==> config.mk <==
export PLATFORM = sky130hd
export DESIGN_NAME = color_issue_arbiter
export DESIGN_NICKNAME = d
export VERILOG_FILES = /design/src/rtl/color_issue_arbiter.sv
export SDC_FILE = /design/constraint.sdc
export NUM_CORES = 1
export LEC_CHECK = 0
export ABC_AREA = 1
export CORE_AREA = 10 10 90 112
export CTS_CLUSTER_DIAMETER = 60
export DETAILED_ROUTE_END_ITERATION = 7
export DIE_AREA = 0 0 100 122
export GPL_ROUTABILITY_DRIVEN = 1
export PLACE_DENSITY_LB_ADDON = 0.12
export SLEW_MARGIN = 20
export SYNTH_ARGS = -nofsm -noshare
export SYNTH_HDL_FRONTEND = slang
export SYNTH_SLANG_ARGS = --single-unit
==> constraint.sdc <==
create_clock -name clk -period 10.6 [get_ports clk]
set_clock_uncertainty 0.05 [all_clocks]
set_input_delay 2.12 -clock clk [delete_from_list [all_inputs] [get_ports clk]]
set_output_delay 2.12 -clock clk [all_outputs]
set_load 0.005 [all_outputs]
==> src/rtl/color_issue_arbiter.sv <==
// rtl/color_issue_arbiter.sv - round-robin issue arbiter with per-color and shared in-flight admission
module color_issue_arbiter #(
    parameter int COLORS    = 4,
    parameter int MIN_DEPTH = 32,
    parameter int MAX_DEPTH = 512,
    parameter int HEAD_ROOM = MAX_DEPTH - COLORS * MIN_DEPTH,
    localparam int TW       = $clog2(COLORS),
    localparam int CW       = $clog2(MAX_DEPTH) + 1
) (
    input  logic              clk,
    input  logic              rst_n,
    input  logic              enable,
    input  logic [COLORS-1:0] req,
    output logic [COLORS-1:0] grant,
    output logic              out_valid,
    output logic [TW-1:0]     out_tag,
    input  logic              out_ready,
    input  logic              retire,
    input  logic [TW-1:0]     retire_tag,
    output logic [CW-1:0]     total,
    output logic              err_underflow
);

    localparam logic [CW-1:0] L_MIN  = CW'(MIN_DEPTH);
    localparam logic [CW-1:0] L_HEAD = CW'(HEAD_ROOM);
    localparam logic [CW-1:0] L_MAX  = CW'(MAX_DEPTH);

    logic [CW-1:0]     r_count [COLORS];
    logic [CW-1:0]     r_total;
    logic [TW-1:0]     r_ptr;
    logic              r_out_valid;
    logic [TW-1:0]     r_out_tag;
    logic              r_err;

    logic [COLORS-1:0] w_elig;
    logic [TW-1:0]     w_winner;
    logic [TW-1:0]     w_idx;
    logic              w_any;
    logic              w_load;
    logic              w_ret_ok;

    always_comb begin
        for (int i = 0; i < COLORS; i++) begin
            w_elig[i] = req[i] && ((r_count[i] < L_MIN) || (r_total < L_HEAD)) && (r_total < L_MAX);
        end
    end

    // Scan from the farthest offset down so the nearest eligible index from r_ptr wins.
    always_comb begin
        w_winner = '0;
        w_any    = 1'b0;
        w_idx    = '0;
        for (int k = COLORS - 1; k >= 0; k--) begin
            w_idx = r_ptr + TW'(k);
            if (w_elig[w_idx]) begin
                w_winner = w_idx;
                w_any    = 1'b1;
            end
        end
    end

    assign w_load   = enable && (!r_out_valid || out_ready) && w_any;
    assign w_ret_ok = retire && (r_count[retire_tag] != '0);

    always_comb begin
        grant = '0;
        if (w_load && rst_n) begin
            grant[w_winner] = 1'b1;
        end
    end

    always_ff @(posedge clk or negedge rst_n) begin
        if (!rst_n) begin
            r_out_valid <= 1'b0;
            r_out_tag   <= '0;
            r_ptr       <= '0;
            r_total     <= '0;
            r_err       <= 1'b0;
            for (int i = 0; i < COLORS; i++) begin
                r_count[i] <= '0;
            end
        end else begin
            if (w_load) begin
                r_out_valid <= 1'b1;
                r_out_tag   <= w_winner;
                r_ptr       <= w_winner + TW'(1);
            end else if (out_ready) begin
                r_out_valid <= 1'b0;
            end

            // An issue and a valid retire on the same color cancel out.
            for (int i = 0; i < COLORS; i++) begin
                if (w_load && (w_winner == TW'(i)) && !(w_ret_ok && (retire_tag == TW'(i)))) begin
                    r_count[i] <= r_count[i] + CW'(1);
                end else if (!(w_load && (w_winner == TW'(i))) && w_ret_ok && (retire_tag == TW'(i))) begin
                    r_count[i] <= r_count[i] - CW'(1);
                end
            end

            if (w_load && !w_ret_ok) begin
                r_total <= r_total + CW'(1);
            end else if (!w_load && w_ret_ok) begin
                r_total <= r_total - CW'(1);
            end

            if (retire && !w_ret_ok) begin
                r_err <= 1'b1;
            end
        end
    end

    assign out_valid     = r_out_valid;
    assign out_tag       = r_out_tag;
    assign total         = r_total;
    assign err_underflow = r_err;

endmodule

==> results of run 1 <==
==> worst reg2reg max path, stage by stage (launching register included) <==
cell	delay [ns]
dfrtp_1	0.42
nor2_1	0.14
nand3_1	0.17
nand2_1	0.12
nand3_1	0.08
nand2_2	0.11
nand2_2	0.08
nand2_4	0.10
inv_1	0.04
a21oi_1	0.14
or2_2	0.13
nand2_1	0.12
inv_1	0.12
ha_1	0.22
nand4_4	0.24
ha_1	0.44
a21oi_1	0.18
o21ai_0	0.09
nor2_1	0.16
o21ai_0	0.15
nand2_1	0.09
nand2_1	0.05
a21oi_1	0.20
inv_1	0.06
nand2_1	0.08
nand3_1	0.08
nand2_1	0.07
inv_1	0.03
==> cells in the final DEF (no fill, tap or decap), types with 2 or more instances in the layout <==
master	count
inv_1	73
nand4_4	4
clkbuf_8	7
nand2_4	5
a31oi_1	3
a21o_1	3
xor2_1	19
o21ai_0	31
nor2_1	55
ha_1	45
a21oi_2	18
xnor2_1	13
nand2_1	115
nor3_1	4
inv_2	4
a21oi_1	32
or2_2	6
nand3_2	9
nor2_4	2
nor2_2	3
clkdlybuf4s50_1	27
nand4_1	4
o21ai_2	12
o21a_1	3
nand3_1	18
dfrtp_1	56
fa_1	5
nand2_2	19
==> layout make-up <==
type	instances	area share (%)
inverters	78	5.81
repair buffers	29	5.56
flip-flops and latches	56	27.6
clock buffers	7	1.90
multi-input cells	437	56.8
well taps	97	2.39
==> flip-flops by register name (all words and copies together) (netlist names) <==
name / count
r_count: 40
total: 10
out_tag: 2
r_ptr: 2
err_underflow: 1
out_valid: 1
==> metrics by stage <==
| stage | worst slack (ns) | hold slack, ns | instances | util [%] | area [um2] |
|---|---|---|---|---|---|
| floorplan | 4.91 | 0.392 | 578 | - | 4660 |
| global placement | 3.84 | 0.387 | 697 | 62.3 | 4990 |
| detailed placement | 3.77 | 0.410 | 697 | 62.3 | 4990 |
| CTS | 3.76 | 0.427 | 704 | 63.5 | 5080 |
| global route | 3.50 | 0.455 | 704 | 63.5 | 5080 |
| finish | 3.78 | 0.423 | 704 | 63.5 | 5080 |
==> layer usage <==
metal	global-route usage [%]	part of all wire, %
met2	28.4	51
met3	4.42	4.6
met4	4.78	1.0
met5	0	0
met1	17.6	44
==> cell families (layout without fill, tap and decap cells) <==
logic type | Yosys count | in the layout | share of synthesized area [%]
compound gates | 108 | 108 | 14.7
xor+xnor | 33 | 33 | 6.36
fa+ha+maj | 50 | 50 | 14.2
simple gates | 246 | 246 | 26.6
buf+inv | 85 | 114 | 8.05
flops | 56 | 56 | 30.1
==> worst max path at each step <==
stage | slack [ns] | cells past startpoint | end | startpoint
finish | 3.78 | 16 | grant[0] | req[2]
global route | 3.50 | 14 | grant[3] | req[1]
CTS | 3.76 | 16 | grant[0] | req[2]
detailed placement | 3.77 | 16 | grant[0] | req[2]
global placement | 3.84 | 14 | grant[1] | req[2]
floorplan | 4.91 | 12 | grant[1] | req[2]
==> metrics, run 1 <==
outcome=completed; MaxCap Viol Count=0; Starting DRT DRC Count=73; #FFs+latches synth=56; buffers added on ports=28; top-count cell post-synth=nand2_1; period utilisation layout=64.4%; Slew Viols, Final=0; CTS tree=built; FF-to-FF Start=r_count[39]$_DFFE_PN0P_; reg2reg end=r_count[19]$_DFFE_PN0P_; Netlist cell types=40; pin count of the biggest net entering global routing=58; Post-Synthesis Cells=578; top cells by area, synth=dfrtp_1, ha_1, nand2_1; clock slew at reported path FFs=0.10 ns; Sinks on Clock Net=56; number of flops mapped to enable cells by yosys=0; Setup crit start kind=primary input; setup bufs post-CTS=0; worst setup path category=in -> out; Primary FF master, synth=dfrtp_1; multi-input logic area=2890 um2; fill count=748; Worst Tran Pin Value=0.735 ns; Worst Reg2Reg Path Length in Cells=27; post-DP HPWL=7160 um; Fmax achieved=147 MHz; vias in the first global route=3754; Synth area leader=dfrtp_1; worst hold path class=reg -> reg; Synthesized Nets=639; CP Cell Sequence=clkdlybuf4s50_1, inv_1, nor2_1, nand3_2, nand2_2, nand2_2, nand2_4, inv_1, a21oi_1, or2_2, nand2_1, inv_1, ha_1, nand3_2, nor2_1, clkdlybuf4s50_1; core box area=8010 um2; total gr overflow=0; Register-to-Register Setup Slack=6.52 ns; Final min period=6.82 ns; RSZ-0062 raised after global routing=false; crit path buf inv count=5; crit-path max cell delay=0.50 ns; Die Wd=100 um; number of CTS-inserted buffers=5; Syn Std Cell Area=4660 um2; crit path capture type=output port; IO Pins=29; critical-path maximum fanout=4; residual DRC count=0; Starting Density=58.2%; Min-Delay Endpoint=r_count[0]$_DFFE_PN0P_; final hold viol count=0; diode count=0; num rows=37; hold path startpoint=r_count[0]$_DFFE_PN0P_; vias per inst=5.28; Post-synth ARST share=100%; setup TNS=0 ns; Die Span Y=122 um; gr usage total=15.8%; top cell type's share of synthesized area=30.1%; H-Tree Depth=2; Worst EP required=8.43 ns; Final #Nets=668; Final Setup Violations=0; first-pass GRT wire length=16200 um; Placer Congestion=0.877; Die ar.=12200 um2; initial antenna violation count=0; Post-Syn Area per Cell=8.07 um2; register area=1400 um2; clk_lat worst skew=0.32 ns; sequential element share of the synthesized area=30.1%; Most Frequent Cell on Critical Path=inv_1; drt first pass iters=4; Worst Path Arrival=4.65 ns; post-cts sizing count=0; WL/cell=12.9 um; Slew HR=51.0%; CTS Hold Buffers Added=0; Final ANT Viol Nets=0; Slowest-stage cell, CP=clkdlybuf4s50_1; CTS root buffer=clkbuf_8; via count of the routed design=3715; area grow syn2layout=9.02%; hold depth=1; Max Root-Sink Buffers=2; proportion of layout cells with a drive suffix above 1=15.7%; Worst path top cell family by delay=buffers and inverters; final wirelength=9070 um; synth cell count leaders=nand2_1, inv_1, dfrtp_1; Ys Warns=0
Power of run 1 is not shown: default switching activity piles up to over one toggle a cycle in this logic, so the estimate is an artifact.
==> inputs of run 2 (changes only) <==
Clock period 10.6 ns to 6.81 ns, I/O delays scaled along.
==> metrics, run 2 (same netlist as run 1, synthesis figures left out) <==
RSZ-0062 raised after global routing=false; routed length on met3=415 um (-1.2%); clk_lat worst skew=0.32 ns (about the same); FF-to-FF Start=r_count[37]$_DFFE_PN0P_; Die Wd=100 um (unchanged); Fmax achieved=188 MHz; Worst EP required=5.40 ns (-3.03 ns); via count of the routed design=3694 (-0.57%); setup bufs post-CTS=0 (unchanged); Final ANT Viol Nets=0 (unchanged); Starting DRT DRC Count=90 (+23%); drt first pass iters=4 (unchanged); final hold viol count=0 (unchanged); hold path startpoint=err_underflow$_DFFE_PN0P_; crit path capture type=output port; proportion of layout cells with a drive suffix above 1=15.5% (-0.14 points); met2 wire len=4480 um (-2.7%); Final #Nets=668 (unchanged); Die Span Y=122 um (unchanged); vias per inst=5.25 (-0.42%); diode count=0 (unchanged); Max Root-Sink Buffers=2 (unchanged); post-cts sizing count=0 (unchanged); Slew Viols, Final=0 (unchanged); Most Frequent Cell on Critical Path=inv_1; Worst Tran Pin Value=0.754 ns (+0.0193 ns); CTS Hold Buffers Added=0 (unchanged); Final min period=5.33 ns; period utilisation layout=78.2%; Worst path top cell family by delay=buffers and inverters; Starting Density=58.2% (unchanged); DR top layer=met4; total gr overflow=0 (unchanged); fill count=714 (-4.5%); CTS root buffer=clkbuf_8; clock slew at reported path FFs=0.10 ns (about the same); M1 wire length=4080 um (+3.4%); Placer Congestion=0.869 (-0.84%); IO Pins=29 (unchanged); H-Tree Depth=2 (unchanged); CP Cell Sequence=clkdlybuf4s50_1, inv_1, nor2_1, nand3_2, nand2_2, nand2_2, nand2_4, inv_1, a21oi_1, or2_2, nand2_1, inv_1, ha_1, nand3_2, nor2_1, clkdlybuf4s50_1; final wirelength=9150 um (+0.84%); area grow syn2layout=9.07% (about the same); Die ar.=12200 um2 (unchanged); pin count of the biggest net entering global routing=58 (unchanged); num rows=37 (unchanged); buffers added on ports=28 (unchanged); crit path buf inv count=5 (unchanged); Critical Path Start=req[2]; first-pass GRT wire length=16300 um (+1.1%); Setup crit start kind=primary input; worst hold path class=reg -> reg; Final Setup Violations=0 (unchanged); Slew HR=49.7% (-1.3 points); post-DP HPWL=7080 um (-1.1%); final core utilization=63.5% (about the same); MaxCap Viol Count=0 (unchanged); crit-path max cell delay=0.51 ns (about the same); CTS tree=built; gr usage total=16.0% (+0.19 points); setup TNS=0 ns (unchanged); max FFs per register=40 (unchanged); leading cell type in the layout, fill and taps excluded=nand2_1; largest reg by FF count=r_count; worst setup path category=in -> out; residual DRC count=0 (unchanged); most frequent cells in the layout=nand2_1, inv_1, dfrtp_1; WL/cell=13.0 um (+0.98%); number of CTS-inserted buffers=5 (unchanged); core box area=8010 um2 (unchanged); initial antenna violation count=0 (unchanged); Slowest-stage cell, CP=clkdlybuf4s50_1; Worst Path Arrival=3.91 ns (-0.74 ns); Sinks on Clock Net=56 (unchanged); critical-path maximum fanout=4 (unchanged); vias in the first global route=3750 (-0.11%); outcome=completed
-- run 2: cell types whose count changed in the layout (fill, tap and decap cells not counted), sizes merged --
cell	delta
bufinv	+1
clkbuf	-2
-- run 2: final timing paths --
| path | to | slack, ns | cells past startpoint |
|---|---|---|---|
| setup / recovery | grant[2] | 1.48 | 16 |
| hold / removal | err_underflow$_DFFE_PN0P_ | 0.42 | 1 |
| setup reg to reg | r_count[19]$_DFFE_PN0P_ | 2.76 | 27 |
| hold reg to reg | err_underflow$_DFFE_PN0P_ | 0.42 | 1 |
| max in group asynchronous | total[3]$_DFFE_PN0P_ | 5.08 | 2 |
| min in group asynchronous | r_count[37]$_DFFE_PN0P_ | 1.13 | 2 |
-- run 2: metal layers --
metal,up-vias,global-route usage (%)
met5,-,0
met4,0,5.31
met3,14,4.25
met2,47,28.0
met1,1703,18.4
li1,1930,-
-- run 2: through the flow --
step / hold slack (ns) / instance area [um2] / worst slack, ns / std cells
2_1_floorplan: 0.392 / 4660 / 2.45 / 578
3_3_place_gp: 0.388 / 4990 / 1.56 / 697
3_5_place_dp: 0.405 / 4990 / 1.48 / 697
4_1_cts: 0.427 / 5090 / 1.47 / 703
5_1_grt: 0.439 / 5090 / 1.29 / 703
6_report: 0.420 / 5090 / 1.48 / 703
-- run 2: worst reg2reg max path, cell delays in order, from the launching register on --
cell,delay (ns)
dfrtp_1,0.41
nor2_1,0.12
nand3_1,0.16
nand2_1,0.12
nand3_1,0.08
nand2_2,0.12
nand2_2,0.08
nand2_4,0.10
inv_1,0.04
a21oi_1,0.14
or2_2,0.13
nand2_1,0.12
inv_1,0.11
ha_1,0.23
nand4_4,0.25
ha_1,0.43
a21oi_1,0.18
o21ai_0,0.09
nor2_1,0.16
o21ai_0,0.16
nand2_1,0.09
nand2_1,0.05
a21oi_1,0.19
inv_1,0.07
nand2_1,0.09
nand3_1,0.09
nand2_1,0.07
inv_1,0.03
-- run 2: area by class of cell --
type | instances | area [um2] | area share (%)
inverter | 78 | 295 | 5.81
clock inverter | 1 | 30.0 | 0.590
multi-input combinational | 437 | 2890 | 56.8
clock buffer | 5 | 68.8 | 1.35
timing repair buffer | 29 | 283 | 5.56
tap | 97 | 121 | 2.39
sequential | 56 | 1400 | 27.6
Power of run 2 is left out for the same reason.
==> inputs of run 3 (changes only) <==
Clock period 6.81 ns to 5.5 ns, I/O delays scaled along.
==> metrics, run 3 (same netlist as run 1, synthesis figures left out) <==
Slew Viols, Final=0 (unchanged); Final #Nets=669 (+0.15%); Final Setup Violations=0 (unchanged); num rows=37 (unchanged); setup TNS=0 ns (unchanged); Starting DRT DRC Count=126 (+40%); leading cell type in the layout, fill and taps excluded=nand2_1; worst setup path category=in -> out; Sinks on Clock Net=56 (unchanged); CTS root buffer=clkbuf_8; largest reg by FF count=r_count; M3 GR Usage=3.68% (-0.57 points); Die Span Y=122 um (unchanged); post-DP HPWL=7320 um (+3.3%); final core utilization=63.9% (+0.44 points); setup bufs post-CTS=0 (unchanged); worst hold path class=reg -> reg; H-Tree Depth=2 (unchanged); vias in the first global route=3757 (+0.19%); Worst Path Arrival=3.64 ns (-0.27 ns); Starting Density=58.2% (unchanged); Slew HR=50.5% (+0.78 points); initial antenna violation count=0 (unchanged); Max Root-Sink Buffers=2 (unchanged); final hold viol count=0 (unchanged); Slowest-stage cell, CP=clkdlybuf4s50_1; Final ANT Viol Nets=0 (unchanged); clock slew at reported path FFs=0.10 ns (about the same); proportion of layout cells with a drive suffix above 1=15.9% (+0.42 points); vias per inst=5.26 (+0.17%); period utilisation layout=87.1%; buffers added on ports=28 (unchanged); gr usage total=16.1% (+0.16 points); IO Pins=29 (unchanged); crit path capture type=output port; number of CTS-inserted buffers=5 (unchanged); Final min period=4.79 ns; first-pass GRT wire length=16500 um (+1.0%); Fmax achieved=209 MHz; Worst EP required=4.35 ns (-1.05 ns); WL/cell=13.4 um (+3.0%); via count of the routed design=3716 (+0.60%); CTS Hold Buffers Added=0 (unchanged); post-route insts no fill=706 (+0.43%); MaxCap Viol Count=0 (unchanged); Worst Tran Pin Value=0.742 ns (-0.0117 ns); GRT met1 Usage=18.5% (+0.10 points); met2 usage=28.7% (+0.73 points); total gr overflow=0 (unchanged); CTS tree=built; critical-path maximum fanout=4 (unchanged); Most Frequent Cell on Critical Path=inv_1; Die ar.=12200 um2 (unchanged); drt first pass iters=4 (unchanged); outcome=completed; area grow syn2layout=9.82%; most frequent cells in the layout=nand2_1, inv_1, dfrtp_1; final wirelength=9470 um (+3.5%); diode count=0 (unchanged); Setup crit start kind=primary input; residual DRC count=0 (unchanged); pin count of the biggest net entering global routing=57 (-1.7%); Placer Congestion=0.838 (-3.6%); DP Area=4990 um2 (+0.15%); CP Cell Sequence=clkdlybuf4s50_1, inv_1, nor2_1, nand3_2, nand2_2, nand2_2, nand2_4, inv_1, a21oi_1, or2_2, nand2_1, inv_1, ha_1, nand3_2, nor2_1, clkdlybuf4s50_1; Register-to-Register Setup Slack=1.48 ns (-1.28 ns); crit-path max cell delay=0.51 ns (about the same); Die Wd=100 um (unchanged); post-cts sizing count=0 (unchanged); clk_lat worst skew=0.32 ns (about the same); max FFs per register=40 (unchanged); cell area after layout=5120 um2 (+0.69%); Placed Cells=698 (+0.14%); core box area=8010 um2 (unchanged); RSZ-0062 raised after global routing=false; Most Crowded Layer GR=met2
run 3: cell types whose count changed in the layout (fill, tap and decap cells not counted):
cell	before	now
buf_4	1	2
clkbuf_8	5	7
run 3: final cells by class:
class / count / area [um2]
clock inverters: 1 / 30.0
fillers: 706 / 2890
repair buffers: 30 / 290
flip-flops and latches: 56 / 1400
clock buffers: 7 / 96.3
well taps: 97 / 121
inverters: 78 / 295
multi-input cells: 437 / 2890
run 3: metrics by stage:
stage	worst slack, ns	hold slack (ns)
2_1_floorplan	1.40	0.392
3_3_place_gp	0.603	0.390
3_5_place_dp	0.488	0.402
4_1_cts	0.690	0.426
5_1_grt	0.377	0.444
6_report	0.708	0.419
run 3: per-layer routing:
layer | wire length [um] | vias to the layer above
met5 | 0 | -
met1 | 4210 | 1710
li1 | - | 1938
met4 | 159 | 0
met3 | 382 | 15
met2 | 4710 | 53
run 3: worst paths after layout:
kind,end,from,cells after the start
min reg2reg,r_count[0]$_DFFE_PN0P_,r_count[0]$_DFFE_PN0P_,1
max,grant[2],req[2],16
max reg2reg,r_count[39]$_DFFE_PN0P_,r_count[37]$_DFFE_PN0P_,28
max in group asynchronous,total[5]$_DFFE_PN0P_,rst_n,2
min in group asynchronous,r_count[36]$_DFFE_PN0P_,rst_n,2
min,r_count[0]$_DFFE_PN0P_,r_count[0]$_DFFE_PN0P_,1
run 3: worst max-delay path: cells and delay by family:
kind | cells | cell delay, ns
buffers and inverters | 5 | 1.15
and+or+nand+nor | 9 | 1.02
adders and majority gates | 1 | 0.23
AOI/OAI and AO/OA | 1 | 0.15
Power of run 3 is left out for the same reason.
